### src/rtl/systolic_pkg.sv
// Shared types and helpers for the output-stationary systolic matrix-multiply engine.
package systolic_pkg;

    typedef enum logic [1:0] {
        IDLE  = 2'd0,
        LOAD  = 2'd1,
        FLUSH = 2'd2,
        DRAIN = 2'd3
    } state_e;

    // Cycles needed after the last beat for it to reach the far corner PE.
    function automatic int unsigned flush_cycles(input int unsigned n);
        return 2 * n - 1;
    endfunction

    // Extends the low w bits of v to 64 bits, by sign or by zero.
    function automatic logic [63:0] extend_to(input logic [63:0] v,
                                              input int unsigned w,
                                              input bit is_signed);
        logic [63:0] mask;
        mask = (64'd1 << w) - 64'd1;
        if (is_signed && v[w-1]) begin
            return v | ~mask;
        end
        return v & mask;
    endfunction

endpackage

### src/rtl/systolic_pe.sv
// One processing element: forwards a rightward and b downward, accumulates a*b
// at full precision with modulo-2^ACC_W wrap.
module systolic_pe #(
    parameter int DATA_W = 8,
    parameter int ACC_W  = 20,
    parameter int SIGNED = 0
) (
    input  logic              clk,
    input  logic              reset,
    input  logic              clear,
    input  logic              en,
    input  logic [DATA_W-1:0] a_in,
    input  logic [DATA_W-1:0] b_in,
    output logic [DATA_W-1:0] a_out,
    output logic [DATA_W-1:0] b_out,
    output logic [ACC_W-1:0]  acc
);
    import systolic_pkg::*;

    logic [DATA_W-1:0]   a_q, a_d;
    logic [DATA_W-1:0]   b_q, b_d;
    logic [ACC_W-1:0]    acc_q, acc_d;
    logic [63:0]         a_x, b_x, p_x;
    logic [2*DATA_W-1:0] prod;

    // NOTE: every variable gets a default at the top of always_comb so no path leaves it unassigned (no latch).
    always_comb begin
        a_x   = extend_to(64'(a_in), DATA_W, SIGNED != 0);
        b_x   = extend_to(64'(b_in), DATA_W, SIGNED != 0);
        // Modulo-2^(2*DATA_W) product of the extended operands is the exact signed/unsigned product.
        prod  = a_x[2*DATA_W-1:0] * b_x[2*DATA_W-1:0];
        p_x   = extend_to(64'(prod), 2 * DATA_W, SIGNED != 0);
        a_d   = a_q;
        b_d   = b_q;
        acc_d = acc_q;
        if (clear) begin
            a_d   = '0;
            b_d   = '0;
            acc_d = '0;
        end else if (en) begin
            a_d   = a_in;
            b_d   = b_in;
            acc_d = acc_q + p_x[ACC_W-1:0];
        end
    end

    // NOTE: sequential state is written with non-blocking assignments only.
    always_ff @(posedge clk) begin
        if (reset) begin
            a_q   <= '0;
            b_q   <= '0;
            acc_q <= '0;
        end else begin
            a_q   <= a_d;
            b_q   <= b_d;
            acc_q <= acc_d;
        end
    end

    assign a_out = a_q;
    assign b_out = b_q;
    assign acc   = acc_q;

endmodule

### src/rtl/systolic_matmul_engine.sv
// NxN output-stationary systolic engine: skews streamed K-steps into a PE grid
// and returns C row by row over valid/ready.
module systolic_matmul_engine #(
    parameter int N      = 4,
    parameter int DATA_W = 8,
    parameter int ACC_W  = 20,
    parameter int SIGNED = 0
) (
    input  logic                        clk,
    input  logic                        reset,
    input  logic                        start,
    input  logic                        in_valid,
    output logic                        in_ready,
    input  logic                        in_last,
    input  logic [N-1:0][DATA_W-1:0]    a_vec,
    input  logic [N-1:0][DATA_W-1:0]    b_vec,
    output logic                        out_valid,
    input  logic                        out_ready,
    output logic [$clog2(N)-1:0]        out_row,
    output logic [N-1:0][ACC_W-1:0]     out_data,
    output logic                        busy,
    output logic                        done
);
    import systolic_pkg::*;

    localparam int ROW_W = $clog2(N);
    localparam int CNT_W = $clog2(2 * N);
    localparam int FC    = int'(flush_cycles(N));

    state_e           state_q, state_d;
    logic [ROW_W-1:0] row_q, row_d;
    logic [CNT_W-1:0] cnt_q, cnt_d;
    logic             done_q, done_d;
    logic             beat;
    logic             clear;
    logic             arr_en;

    logic [DATA_W-1:0] a_h [N][N+1];
    logic [DATA_W-1:0] b_v [N+1][N];
    logic [ACC_W-1:0]  acc_w [N][N];

    assign in_ready  = (state_q == LOAD);
    assign out_valid = (state_q == DRAIN);
    assign busy      = (state_q != IDLE);
    assign done      = done_q;
    assign out_row   = row_q;
    assign beat      = in_valid && in_ready;

    always_comb begin
        state_d = state_q;
        row_d   = row_q;
        cnt_d   = cnt_q;
        done_d  = 1'b0;
        clear   = 1'b0;
        arr_en  = 1'b0;
        case (state_q)
            IDLE: begin
                if (start) begin
                    state_d = LOAD;
                    clear   = 1'b1;
                    row_d   = '0;
                end
            end
            LOAD: begin
                arr_en = 1'b1;
                if (beat && in_last) begin
                    state_d = FLUSH;
                    cnt_d   = '0;
                end
            end
            FLUSH: begin
                arr_en = 1'b1;
                if (cnt_q == CNT_W'(FC - 1)) begin
                    state_d = DRAIN;
                end else begin
                    cnt_d = cnt_q + 1'b1;
                end
            end
            DRAIN: begin
                if (out_ready) begin
                    if (row_q == ROW_W'(N - 1)) begin
                        state_d = IDLE;
                        row_d   = '0;
                        done_d  = 1'b1;
                    end else begin
                        row_d = row_q + 1'b1;
                    end
                end
            end
            default: state_d = IDLE;
        endcase
    end

    always_ff @(posedge clk) begin
        if (reset) begin
            state_q <= IDLE;
            row_q   <= '0;
            cnt_q   <= '0;
            done_q  <= 1'b0;
        end else begin
            state_q <= state_d;
            row_q   <= row_d;
            cnt_q   <= cnt_d;
            done_q  <= done_d;
        end
    end

    // Row/column g gets g+1 stages: one capture stage plus g cycles of skew.
    for (genvar g = 0; g < N; g++) begin : g_skew
        logic [DATA_W-1:0] a_sk_q [g+1];
        logic [DATA_W-1:0] a_sk_d [g+1];
        logic [DATA_W-1:0] b_sk_q [g+1];
        logic [DATA_W-1:0] b_sk_d [g+1];

        always_comb begin
            a_sk_d = a_sk_q;
            b_sk_d = b_sk_q;
            if (clear) begin
                for (int k = 0; k <= g; k++) begin
                    a_sk_d[k] = '0;
                    b_sk_d[k] = '0;
                end
            end else if (arr_en) begin
                a_sk_d[0] = beat ? a_vec[g] : '0;
                b_sk_d[0] = beat ? b_vec[g] : '0;
                for (int k = 1; k <= g; k++) begin
                    a_sk_d[k] = a_sk_q[k-1];
                    b_sk_d[k] = b_sk_q[k-1];
                end
            end
        end

        // NOTE: a register array needs an explicit per-element reset loop; it is not cleared as a whole.
        always_ff @(posedge clk) begin
            if (reset) begin
                for (int k = 0; k <= g; k++) begin
                    a_sk_q[k] <= '0;
                    b_sk_q[k] <= '0;
                end
            end else begin
                a_sk_q <= a_sk_d;
                b_sk_q <= b_sk_d;
            end
        end

        assign a_h[g][0] = a_sk_q[g];
        assign b_v[0][g] = b_sk_q[g];
    end

    for (genvar i = 0; i < N; i++) begin : g_row
        for (genvar j = 0; j < N; j++) begin : g_col
            systolic_pe #(
                .DATA_W (DATA_W),
                .ACC_W  (ACC_W),
                .SIGNED (SIGNED)
            ) u_pe (
                .clk   (clk),
                .reset (reset),
                .clear (clear),
                .en    (arr_en),
                .a_in  (a_h[i][j]),
                .b_in  (b_v[i][j]),
                .a_out (a_h[i][j+1]),
                .b_out (b_v[i+1][j]),
                .acc   (acc_w[i][j])
            );
        end
    end

    always_comb begin
        out_data = '0;
        if (out_valid) begin
            for (int j = 0; j < N; j++) begin
                out_data[j] = acc_w[row_q][j];
            end
        end
    end

endmodule

### config.mk
export PLATFORM = sky130hd
export DESIGN_NAME = systolic_matmul_engine
export DESIGN_NICKNAME = d
export VERILOG_FILES = /design/src/rtl/systolic_pkg.sv /design/src/rtl/systolic_pe.sv /design/src/rtl/systolic_matmul_engine.sv
export SDC_FILE = /design/constraint.sdc
export NUM_CORES = 2
export LEC_CHECK = 0
export ABC_AREA = 1
export BUFFER_PORTS_ARGS = -buffer_cell sky130_fd_sc_hd__buf_2
export CAP_MARGIN = 5
export CORE_MARGIN = 3
export CORE_UTILIZATION = 55
export DETAILED_ROUTE_END_ITERATION = 6
export PLACE_DENSITY = 0.71
export SLEW_MARGIN = 25
export SYNTH_ARGS = -nofsm -noshare
export SYNTH_HDL_FRONTEND = slang
export SYNTH_HIERARCHICAL = 1
export SYNTH_SLANG_ARGS = --single-unit
### constraint.sdc
create_clock -name clk -period 7.5 [get_ports clk]
set_clock_uncertainty 0.1 [all_clocks]
set_input_delay 0.75 -clock clk [delete_from_list [all_inputs] [get_ports clk]]
set_output_delay 0.75 -clock clk [all_outputs]
set_load 0.03 [all_outputs]
==> results.json <==
{
  "status": "finished, final reports clean",
  "holdPathStages": 3,
  "setup_viol": 0,
  "globalRouteTotalUtil": 0.305,
  "intPower_mw": 9.87,
  "worstReg2RegEnd": "g_row[1].g_col[2].u_pe/acc[12]$_SDFFE_PP0P_",
  "clkLatencyLatePin_ns": 0.72,
  "netlist_area_mm2": 0.0764,
  "tns_ns": 0,
  "num-nets-final": 12700,
  "dieArea_mm2": 0.143,
  "fin_cells": 13100,
  "grt_max_degree": 92,
  "syn_inst": 11500,
  "rrSetupSlack_ns": 3.00,
  "antenna_found_initial": 3,
  "cts_made_buffers": 88,
  "period_needed_ns": 5.18,
  "critical_path.max_fanout": 84,
  "max_slew_margin": 0.252,
  "r2r-start": "g_row[1].g_col[1].u_pe/a_out[6]$_SDFFE_PP0P_",
  "drc": 0,
  "num_vias": 67400,
  "rsz0062_at_grt": "false",
  "die_w_um": 379,
  "io_pins": 156,
  "hold_path_class": "primary input to flip-flop",
  "place_ws_ns": 3.02,
  "drv_cap": 0,
  "worstMarginPinSlew_ns": 1.11,
  "p_sw_mw": 9.14,
  "min_to": "g_skew[2].a_sk_q[18]$_SDFFE_PP0P_",
  "num_rows": 136,
  "setup_slack_ns": 2.32,
  "io_buffer_count": 155,
  "areaGrowthSynthToFinish_pct": 5.17,
  "cp.arrival_ns": 4.33,
  "totalWireLength_mm": 218,
  "avgSynthCellArea_um2": 6.66,
  "required_ns": 6.65,
  "power_frac_clock": 0.242,
  "hp-start": "a_vec[18]",
  "cts_resized": 0,
  "hold_violations": 0,
  "worst_setup_path_end_kind": "primary output",
  "clockBufferDepth": 3,
  "gr-total-overflow": 0,
  "combPwrFrac": 0.490,
  "vdd_ir_drop_max_uv": 318,
  "tritoncts": "built",
  "layout-drive-gt1-share": 0.0390,
  "firstDrtPassIters": 7,
  "avgRoutedWirePerCell_um": 16.7,
  "gp_congestion": 0.931,
  "syn-num-nets": 13000,
  "power_density_mw_per_mm2": 236,
  "cellLeakagePower_nw": 47.9,
  "grt_pass1_wl_mm": 349,
  "cts_setup_buffers": 0,
  "slew_viol_final": 0,
  "initial_utilization": 0.555,
  "clock_sink_count": 680,
  "path_class": "flip-flop to primary output",
  "core_area_mm2": 0.138,
  "cts_root_buf": "clkbuf_16",
  "detail_route.iter0.violations": 4637,
  "die_height_um": 379,
  "final_cell_mix": "3164 x nand2_1, 3021 x inv_1, 800 x fa_1",
  "post-route-period-util": 0.691,
  "hold_ws_ns": 0.198,
  "final_common_cell": "nand2_1",
  "timing.fmax_mhz": 193,
  "htreeDepth": 3,
  "viasPerCell": 5.16,
  "place_inst": 12900,
  "cts.hold.buffers_added": 0,
  "cp-start-kind": "flip-flop",
  "post-route-cell-area_mm2": 0.0804,
  "pwr-share-seq": 0.268,
  "grt_pass1_vias": 66100,
  "worst-r2r-cell-count": 19,
  "yosys_warnings": 6,
  "fillers": 13200,
  "place_area_mm2": 0.0773,
  "drtAntennaViolNets": 0,
  "hpwl_mm": 172,
  "switching_share": 0.481,
  "clk_pin_slew_worst_paths_ns": 0.06
}
-- power groups by stage --
stage | clock [mW] | combinational, mW | sequential, mW
floorplan | 0 | 7.06 | 4.82
CTS | 4.68 | 9.25 | 5.09
global route | 4.80 | 10.5 | 5.18
detailed placement | 0 | 9.19 | 5.16
global placement | 0 | 8.97 | 5.15
finish | 4.60 | 9.31 | 5.10
-- worst max-delay path: stages (launching register included) --
cell     delay [ns]
dfxtp_4        0.56
inv_4          0.58
buf_4          0.90
o21ai_0        0.51
a21oi_1        0.65
buf_2          0.32
-- registers in the layout (all words and copies together) (netlist names) --
register	count
g_row.g_col.u_pe/b_out	96
state_q	2
a_h	24
g_row.g_col.u_pe/acc	320
out_row	2
g_row.g_col.u_pe/a_out	96
b_v	24
cnt_q	3
g_skew.a_sk_q	56
g_skew.b_sk_q	56
done	1
-- layout make-up --
class                   instances  area (um2)  area share
multi-input cells            7197       48900       0.608
flip-flops and latches        680       13600       0.169
diodes                          2        5.00   0.0000623
repair buffers                192        1090      0.0135
clock inverters                48         688     0.00856
well taps                    1794        2240      0.0279
clock buffers                 112        2420      0.0301
inverters                    3041       11400       0.142
-- per-layer routing --
| metal | GRT usage | vias to the layer above | part of all wire |
|---|---|---|---|
| met1 | 0.398 | 32100 | 0.43 |
| met3 | 0.0446 | 417 | 0.064 |
| met5 | 0 | - | 0.000060 |
| met4 | 0.138 | 2 | 0.050 |
| met2 | 0.501 | 2029 | 0.46 |
| li1 | - | 32900 | - |
-- how the worst max path moves through the flow --
stage	end	startpoint
after floorplan	g_row[0].g_col[3].u_pe/acc[10]$_SDFFE_PP0P_	b_v[135]$_SDFFE_PP0P_
after global placement	g_row[1].g_col[2].u_pe/acc[17]$_SDFFE_PP0P_	g_row[1].g_col[1].u_pe/a_out[6]$_SDFFE_PP0P_
after detailed placement	g_row[1].g_col[2].u_pe/acc[17]$_SDFFE_PP0P_	g_row[1].g_col[1].u_pe/a_out[6]$_SDFFE_PP0P_
after CTS	out_data[58]	out_row[0]$_SDFFE_PP0P_
after global routing	out_data[57]	out_row[0]$_SDFFE_PP0P_
final	out_data[58]	out_row[0]$_SDFFE_PP0P_
-- metrics by stage --
stage	total power [mW]	utilization
floorplan	11.9	-
global placement	14.1	0.561
detailed placement	14.4	0.561
CTS	19.0	0.584
global route	20.5	0.584
finish	19.0	0.584
Note: power is estimated with default switching activity, not from simulation.
